**src/rtl/hazard_ctrl.sv**
```systemverilog
// hazard_ctrl -- stall/flush controller for the 5-stage RISC-V pipeline.
//
// Handles the hazards that forwarding cannot resolve:
//   - load-use dependency  : one bubble (StallF/StallD + FlushE)
//   - taken branch/jump    : flush Decode and Execute
//   - data-memory waits    : freeze the whole pipe, guarded by a timeout
//                            that parks the FSM in a sticky error state
//
// Ports
//   clk, rst_n              core clock, asynchronous active-low reset
//   Rs1D, Rs2D              source registers of the Decode instruction
//   RdE, MemReadE           destination / load flag of the Execute instruction
//   PCSrcE                  taken branch/jump resolved in Execute
//   DMemReqM, DMemAckM      data-memory request / completion in Memory stage
//   StallF..StallW, FlushD, FlushE   pipeline register enables (combinational)
//   MemErr                  sticky memory-timeout error (registered)
//   LoadStallCnt, MemWaitCnt, FlushCnt   saturating perf counters
//
// Optional feature macro: HAZARD_PERF_CNT_EN
//   defined   -> the three PERF_W saturating counters are built
//   undefined -> counter outputs are tied to 0, no counter flops
module hazard_ctrl #(
    parameter int MEM_TIMEOUT = 16,
    parameter int TO_W        = 5,
    parameter int PERF_W      = 32
) (
    input  logic              clk,
    input  logic              rst_n,
    input  logic [4:0]        Rs1D,
    input  logic [4:0]        Rs2D,
    input  logic [4:0]        RdE,
    input  logic              MemReadE,
    input  logic              PCSrcE,
    input  logic              DMemReqM,
    input  logic              DMemAckM,
    output logic              StallF,
    output logic              StallD,
    output logic              FlushD,
    output logic              StallE,
    output logic              FlushE,
    output logic              StallM,
    output logic              StallW,
    output logic              MemErr,
    output logic [PERF_W-1:0] LoadStallCnt,
    output logic [PERF_W-1:0] MemWaitCnt,
    output logic [PERF_W-1:0] FlushCnt
);

    typedef enum logic [1:0] {
        RUN      = 2'd0,
        MEM_WAIT = 2'd1,
        ERR      = 2'd2
    } state_t;

    state_t          state;
    logic [TO_W-1:0] wait_cnt;

    logic lwhaz, memwait, freeze;
    logic win_lw, win_br;

    assign lwhaz   = MemReadE & (RdE != 5'd0) & ((RdE == Rs1D) | (RdE == Rs2D));
    assign memwait = DMemReqM & ~DMemAckM;
    // In MEM_WAIT only the ack releases the freeze; a dropped request without
    // an ack is treated as still waiting.
    assign freeze  = ((state == MEM_WAIT) & ~DMemAckM) |
                     ((state == RUN) & memwait) |
                     (state == ERR);

    // Winning conditions below freeze, used by the outputs and the counters.
    assign win_br = ~freeze & PCSrcE;
    assign win_lw = ~freeze & ~PCSrcE & lwhaz;

    always_comb begin
        StallF = 1'b0;
        StallD = 1'b0;
        FlushD = 1'b0;
        StallE = 1'b0;
        FlushE = 1'b0;
        StallM = 1'b0;
        StallW = 1'b0;
        if (freeze) begin
            StallF = 1'b1;
            StallD = 1'b1;
            StallE = 1'b1;
            StallM = 1'b1;
            StallW = 1'b1;
        end else if (win_br) begin
            FlushD = 1'b1;
            FlushE = 1'b1;
        end else if (win_lw) begin
            StallF = 1'b1;
            StallD = 1'b1;
            FlushE = 1'b1;
        end
    end

    always_ff @(posedge clk or negedge rst_n) begin
        if (!rst_n) begin
            state    <= RUN;
            wait_cnt <= '0;
            MemErr   <= 1'b0;
        end else begin
            case (state)
                RUN: begin
                    if (memwait) begin
                        state    <= MEM_WAIT;
                        wait_cnt <= TO_W'(1);
                    end
                end
                MEM_WAIT: begin
                    if (DMemAckM) begin
                        state    <= RUN;
                        wait_cnt <= '0;
                    end else if (wait_cnt == TO_W'(MEM_TIMEOUT - 1)) begin
                        state  <= ERR;
                        MemErr <= 1'b1;
                    end else begin
                        wait_cnt <= wait_cnt + 1'b1;
                    end
                end
                ERR: begin
                    // Terminal until reset.
                    state  <= ERR;
                    MemErr <= 1'b1;
                end
                default: begin
                    state    <= RUN;
                    wait_cnt <= '0;
                end
            endcase
        end
    end

`ifdef HAZARD_PERF_CNT_EN
    logic memfrz;
    // Freeze cycles are only counted while waiting, not once parked in ERR.
    assign memfrz = freeze & (state != ERR);

    always_ff @(posedge clk or negedge rst_n) begin
        if (!rst_n) begin
            LoadStallCnt <= '0;
            MemWaitCnt   <= '0;
            FlushCnt     <= '0;
        end else begin
            if (win_lw && (LoadStallCnt != '1)) LoadStallCnt <= LoadStallCnt + 1'b1;
            if (memfrz && (MemWaitCnt != '1))   MemWaitCnt   <= MemWaitCnt + 1'b1;
            if (win_br && (FlushCnt != '1))     FlushCnt     <= FlushCnt + 1'b1;
        end
    end
`else
    assign LoadStallCnt = '0;
    assign MemWaitCnt   = '0;
    assign FlushCnt     = '0;
`endif

endmodule

```
**config.mk**
```make
export PLATFORM = sky130hd
export DESIGN_NAME = hazard_ctrl
export DESIGN_NICKNAME = d
export VERILOG_FILES = /design/src/rtl/hazard_ctrl.sv
export SDC_FILE = /design/constraint.sdc
export NUM_CORES = 1
export LEC_CHECK = 0
export BUFFER_PORTS_ARGS = -buffer_cell sky130_fd_sc_hd__buf_4
export CAP_MARGIN = 25
export CELL_PAD_IN_SITES_DETAIL_PLACEMENT = 2
export CELL_PAD_IN_SITES_GLOBAL_PLACEMENT = 2
export CORE_MARGIN = 5
export CORE_UTILIZATION = 18
export DETAILED_ROUTE_END_ITERATION = 10
export PLACE_DENSITY = 0.84
export REMOVE_ABC_BUFFERS = 1
export SETUP_SLACK_MARGIN = 0.5
export SLEW_MARGIN = 20
export SYNTH_ARGS = -nofsm -noshare
export SYNTH_HDL_FRONTEND = slang
export SYNTH_SLANG_ARGS = --single-unit
export TNS_END_PERCENT = 5
```
**constraint.sdc**
```tcl
create_clock -name clk -period 2.1 [get_ports clk]
set_input_delay 0.105 -clock clk [delete_from_list [all_inputs] [get_ports clk]]
set_output_delay 0.105 -clock clk [all_outputs]
set_load 0.005 [all_outputs]
```
# Yosys cells after proc, flatten, opt, wreduce, memory -nomap -nowiden
# Cells that the tools add are included.
dict set report classes {
  n_addsub 1
  eq_ne 10
  n_mux 19
  n_bitwise 15
  reduce_logical 6
}
# operator n
set ops {}
lappend ops {{5-bit 2-to-1 mux} 3}
lappend ops {{5-bit one-hot mux with 3 select lines} 1}
lappend ops {{5-bit equality test} 2}
lappend ops {{1-bit 2-to-1 mux} 10}
lappend ops {{1-bit bitwise AND} 8}
lappend ops {{2-bit 2-to-1 mux} 3}
lappend ops {{2-bit one-hot mux with 3 select lines} 1}
lappend ops {{3-bit AND reduction} 2}
lappend ops {{5-bit by 1-bit adder with 5-bit output, second input constant} 1}
lappend ops {{5-bit by 4-bit equality test with 1-bit output, second input constant} 1}
lappend ops {{5-bit nonzero test} 1}
lappend ops {{2-bit != test, second input constant} 2}
lappend ops {{1-bit inverter} 4}
lappend ops {{3-bit by 2-bit != test with 1-bit output, second input constant} 1}
lappend ops {{3-bit != test, second input constant} 1}
lappend ops {{1-bit bitwise OR} 3}
lappend ops {{2-bit by 1-bit equality test with 1-bit output, second input constant} 1}
lappend ops {{2-bit equality test, second input constant} 1}
lappend ops {{2-bit logical NOT} 1}
lappend ops {{2-bit by 1-bit != test with 1-bit output, second input constant} 1}
lappend ops {{1-bit one-hot mux with 2 select lines} 1}
lappend ops {{2-bit AND reduction} 1}
lappend ops {{2-bit nonzero test} 1}
dict set report word_totals {
  register_bits 8
  inputBits 21
  output_inout_bits 104
  word_cells 54
}

# Depth between registers and ports, before layout
dict set report depth {
  word_depth 11
  depth_mapped 7
  depth_no_buf 7
}

# Least setup slack after synthesis
# OpenSTA, ideal clock, no wires.
dict set report synth_path {
  kind {reg-to-reg}
  startpoint {reg wait_cnt[0]}
  endpoint {reg wait_cnt[2]}
  setup_ps 118
  arrival_time_ps 1544
  t_required_ps 1982
  path_slack_ps 438
  stages_incl_launch_ff 8
  path_buffers 0
  period_less_slack_ps 1662
  cell_sequence {dfrtp_1 > ha_1 > and3_1 > ha_1 > nand4bb_4 > o21ai_4 > o21bai_1 > a21o_1}
}
dict set report synth_between {
  elab_chain_len 4
  word_cells_on_any_way 7
  classes_between {1 x add/sub; 2 x eq/ne; 3 x mux; 1 x reduce/logical}
}
# element line_no
set synth_lines {}
lappend synth_lines {{start: declaration} 56} ;# logic [TO_W-1:0] wait_cnt;
lappend synth_lines {{start signal: assignment} 118} ;# wait_cnt <= wait_cnt + 1'b1;
lappend synth_lines {{5-bit by 1-bit adder with 5-bit output} 118}
lappend synth_lines {{5-bit 2-to-1 mux} 114} ;# end else if (wait_cnt == TO_W'(MEM_TIMEOUT - 1)) begin
lappend synth_lines {{5-bit 2-to-1 mux} 111} ;# if (DMemAckM) begin
lappend synth_lines {{5-bit one-hot mux with 3 select lines} 103} ;# case (state)
# Parallel ways exist; a longest one is shown, timed or not. The select of a mux whose other input is x is not followed.
# A chain may end at the register's enable or synchronous reset.

# Worst setup path in the final report
# Same ends and word-level chain as after synthesis.

==> flow_summary.toml <==
[sta]
finalSetupTns_ns = 0
finalCritPeriodShare_pct = 75.8
worst_slack_ns = 0.509
setup_viol = 0
skew_ns = 0.00737
hold_violations = 0
maxSlewViolCount = 0
layout_min_cycle_time_ns = 1.59
max_freq_mhz = 628
grt_setup_unrepaired = "true"

[yosys]
yosysSeqAreaShare_pct = 14.5
synthCells = 166
synth_flop_cell = "dfrtp_1"
synth_area_leaders = "buf_4 54%, dfrtp_1 15%, xor2_1 6.4%"
ys_seq_elements = 8
async_reset_ff_share_pct = 100
netlist_top_cells_count = "99 x buf_4, 10 x xor2_1, 8 x dfrtp_1, 6 x nand2_1"
syn_avg_cell_area_sq_um = 8.29
synth_edf_count = 0
yosys_warnings = 0
yosysUniqueCellTypes = 31
syn-cell-area_sq_mm = 0.00138
synth_top_cell_area_share_pct = 54.0
yosysMostFrequentCell = "buf_4"
synth_top_cell_by_area = "buf_4"

[cts]
cts_root_buf = "clkbuf_8"
cts_buffers = 3
clkSinkCount = 8
clock_latency_ns = 0.23
cts_buffer_depth = 2
htreeDepth = 1
clk_pin_slew_ns = 0.04
cts_tree = "yes"

[final_layout]
syn_to_final_growth_pct = 9.09
regArea_sq_um = 203
drive_gt1_share_pct = 29.8
n_fill_cell = 895
final_nets = 230
antenna_cells = 0
multi_input_area_sq_um = 797

[pwr]
p_per_area_mw_per_mm2 = 370
power_leakage_nw = 0.809
ir_worst_vdd_mv = 0.129

[critical_path]
crit_fanout = 6
start_kind = "flop"
worstPathArrival_ns = 1.71
worst_ep_required_time_ns = 2.22
path_class = "flop to flop"
cp-end-kind = "flop"

[drt]
avgViaCountPerCell = 2.96
drtAntennaViolNets = 0
vias = 900
first_pass_iters = 4
first_iter_violations = 12
routed_wl_microns = 3450
drc = 0
routedWlPerCell_microns = 11.4

[floorplanning]
initial_core_util_pct = 18.8
fp.dieH_microns = 97.4
io_pins = 125
rows = 31
core_area_sq_mm = 0.00733
die-width_microns = 97.4
die_area_sq_mm = 0.00949

[grt]
grt_max_degree = 9
grt_pass1_vias = 1134
grt_use_total_pct = 6.95
antenna_found_initial = 0
grt_pass1_wl_microns = 5550
grt_overflow = 0

[run_status]
status = "finished clean"

[place]
gp_congestion = 0.734
port_buffers = 28
place_ws_ns = 0.243
place_hpwl_microns = 2870

[min_path]
min-delay-path-class = "input port to flop"

[run]
drv_cap = 0
==> cell type report <==
cell class                 count  area share (%)
multi-input combinational    148            53.1
timing repair buffer          41            21.2
sequential                     8            13.5
tap                           99            8.25
clock buffer                   3            2.75
inverter                       5            1.25
==> critical path: stages (launching register included) <==
cell       delay, ns
dfrtp_1         0.38
ha_2            0.19
and3_4          0.18
ha_4            0.17
nand4bb_4       0.11
o21ai_4         0.10
o21bai_1        0.17
a21o_1          0.17
==> through the flow <==
step                      power, mW  cell area (sq um)  util [%]  hold WS, ns  cells
after global placement        0.327               1310      17.9      -0.0717    288
after CTS                     0.548               1460      19.9        0.110    302
after detailed placement      0.335               1310      17.9      -0.0702    288
after floorplan               0.260                978         -       -0.191    161
after global routing          0.609               1500      20.5        0.116    304
final                         0.556               1500      20.5        0.120    304
==> cells in the final DEF, fill, tap and decap left out, drive strengths merged <==
cell type / n
nand4bb: 1
dfrtp: 8
a32o: 1
o31a: 1
inv: 5
o31ai: 3
o32ai: 1
nand3: 2
nor3: 3
a21o: 1
or2b: 1
ha: 2
and3: 1
o21ai: 4
buf: 40
clkbuf: 3
nor3b: 2
xor2: 10
nor2: 5
a21oi: 1
nand2: 6
a22oi: 1
or2: 2
or4: 1
o21bai: 1
dlygate4sd3: 1
mux2i: 1
nor4: 1
conb: 96
==> worst paths after layout <==
kind | start | endpoint | slack, ns | depth (start not counted)
min in group asynchronous | rst_n | wait_cnt[4] | 0.25 | 2
worst min register to register | MemErr | MemErr | 0.47 | 1
worst min-delay path | DMemAckM | state[0] | 0.12 | 2
worst max-delay path | wait_cnt[0] | wait_cnt[2] | 0.51 | 7
worst max register to register | wait_cnt[0] | wait_cnt[2] | 0.51 | 7
max in group asynchronous | rst_n | state[1] | 1.70 | 2
==> report_power, final <==
group | total, mW | switching [mW] | internal [mW]
registers | 0.167 | 0.00500 | 0.162
clock network | 0.185 | 0.0605 | 0.124
logic | 0.204 | 0.118 | 0.0862
==> layer usage <==
metal	track usage (%)	up-vias	wire length [microns]
li1	-	417	-
met1	7.33	409	1270
met2	13.0	72	1860
met3	3.09	2	314
met4	0.958	0	14
met5	0	-	0
==> state kept, by name, indices dropped and copies added, names as in the netlist <==
register  count
state         2
MemErr        1
wait_cnt      5
==> cell families (layout without fill, tap and decap cells) <==
group	after synthesis	count (layout)	share of synthesized area, %
adders and majority gates	2	2	1.82
AOI/OAI and AO/OA	14	14	8.64
DFF	8	8	14.5
xor gates and xnor gates	10	10	6.36
other	1	96	0.272
and+or+nand+nor	25	25	11.5
muxes	1	1	0.727
buffers and inverters	105	49	56.2
==> what timing repair did <==
item                                   CTS  global route
setup endpoints to repair               13             6
gates resized for setup                  6             6
endpoints found under the hold margin    8             0
hold buffers                             1             0
pin swaps                                2             3
setup buffers                           10             2
Note: power is estimated with default switching activity, not from simulation.
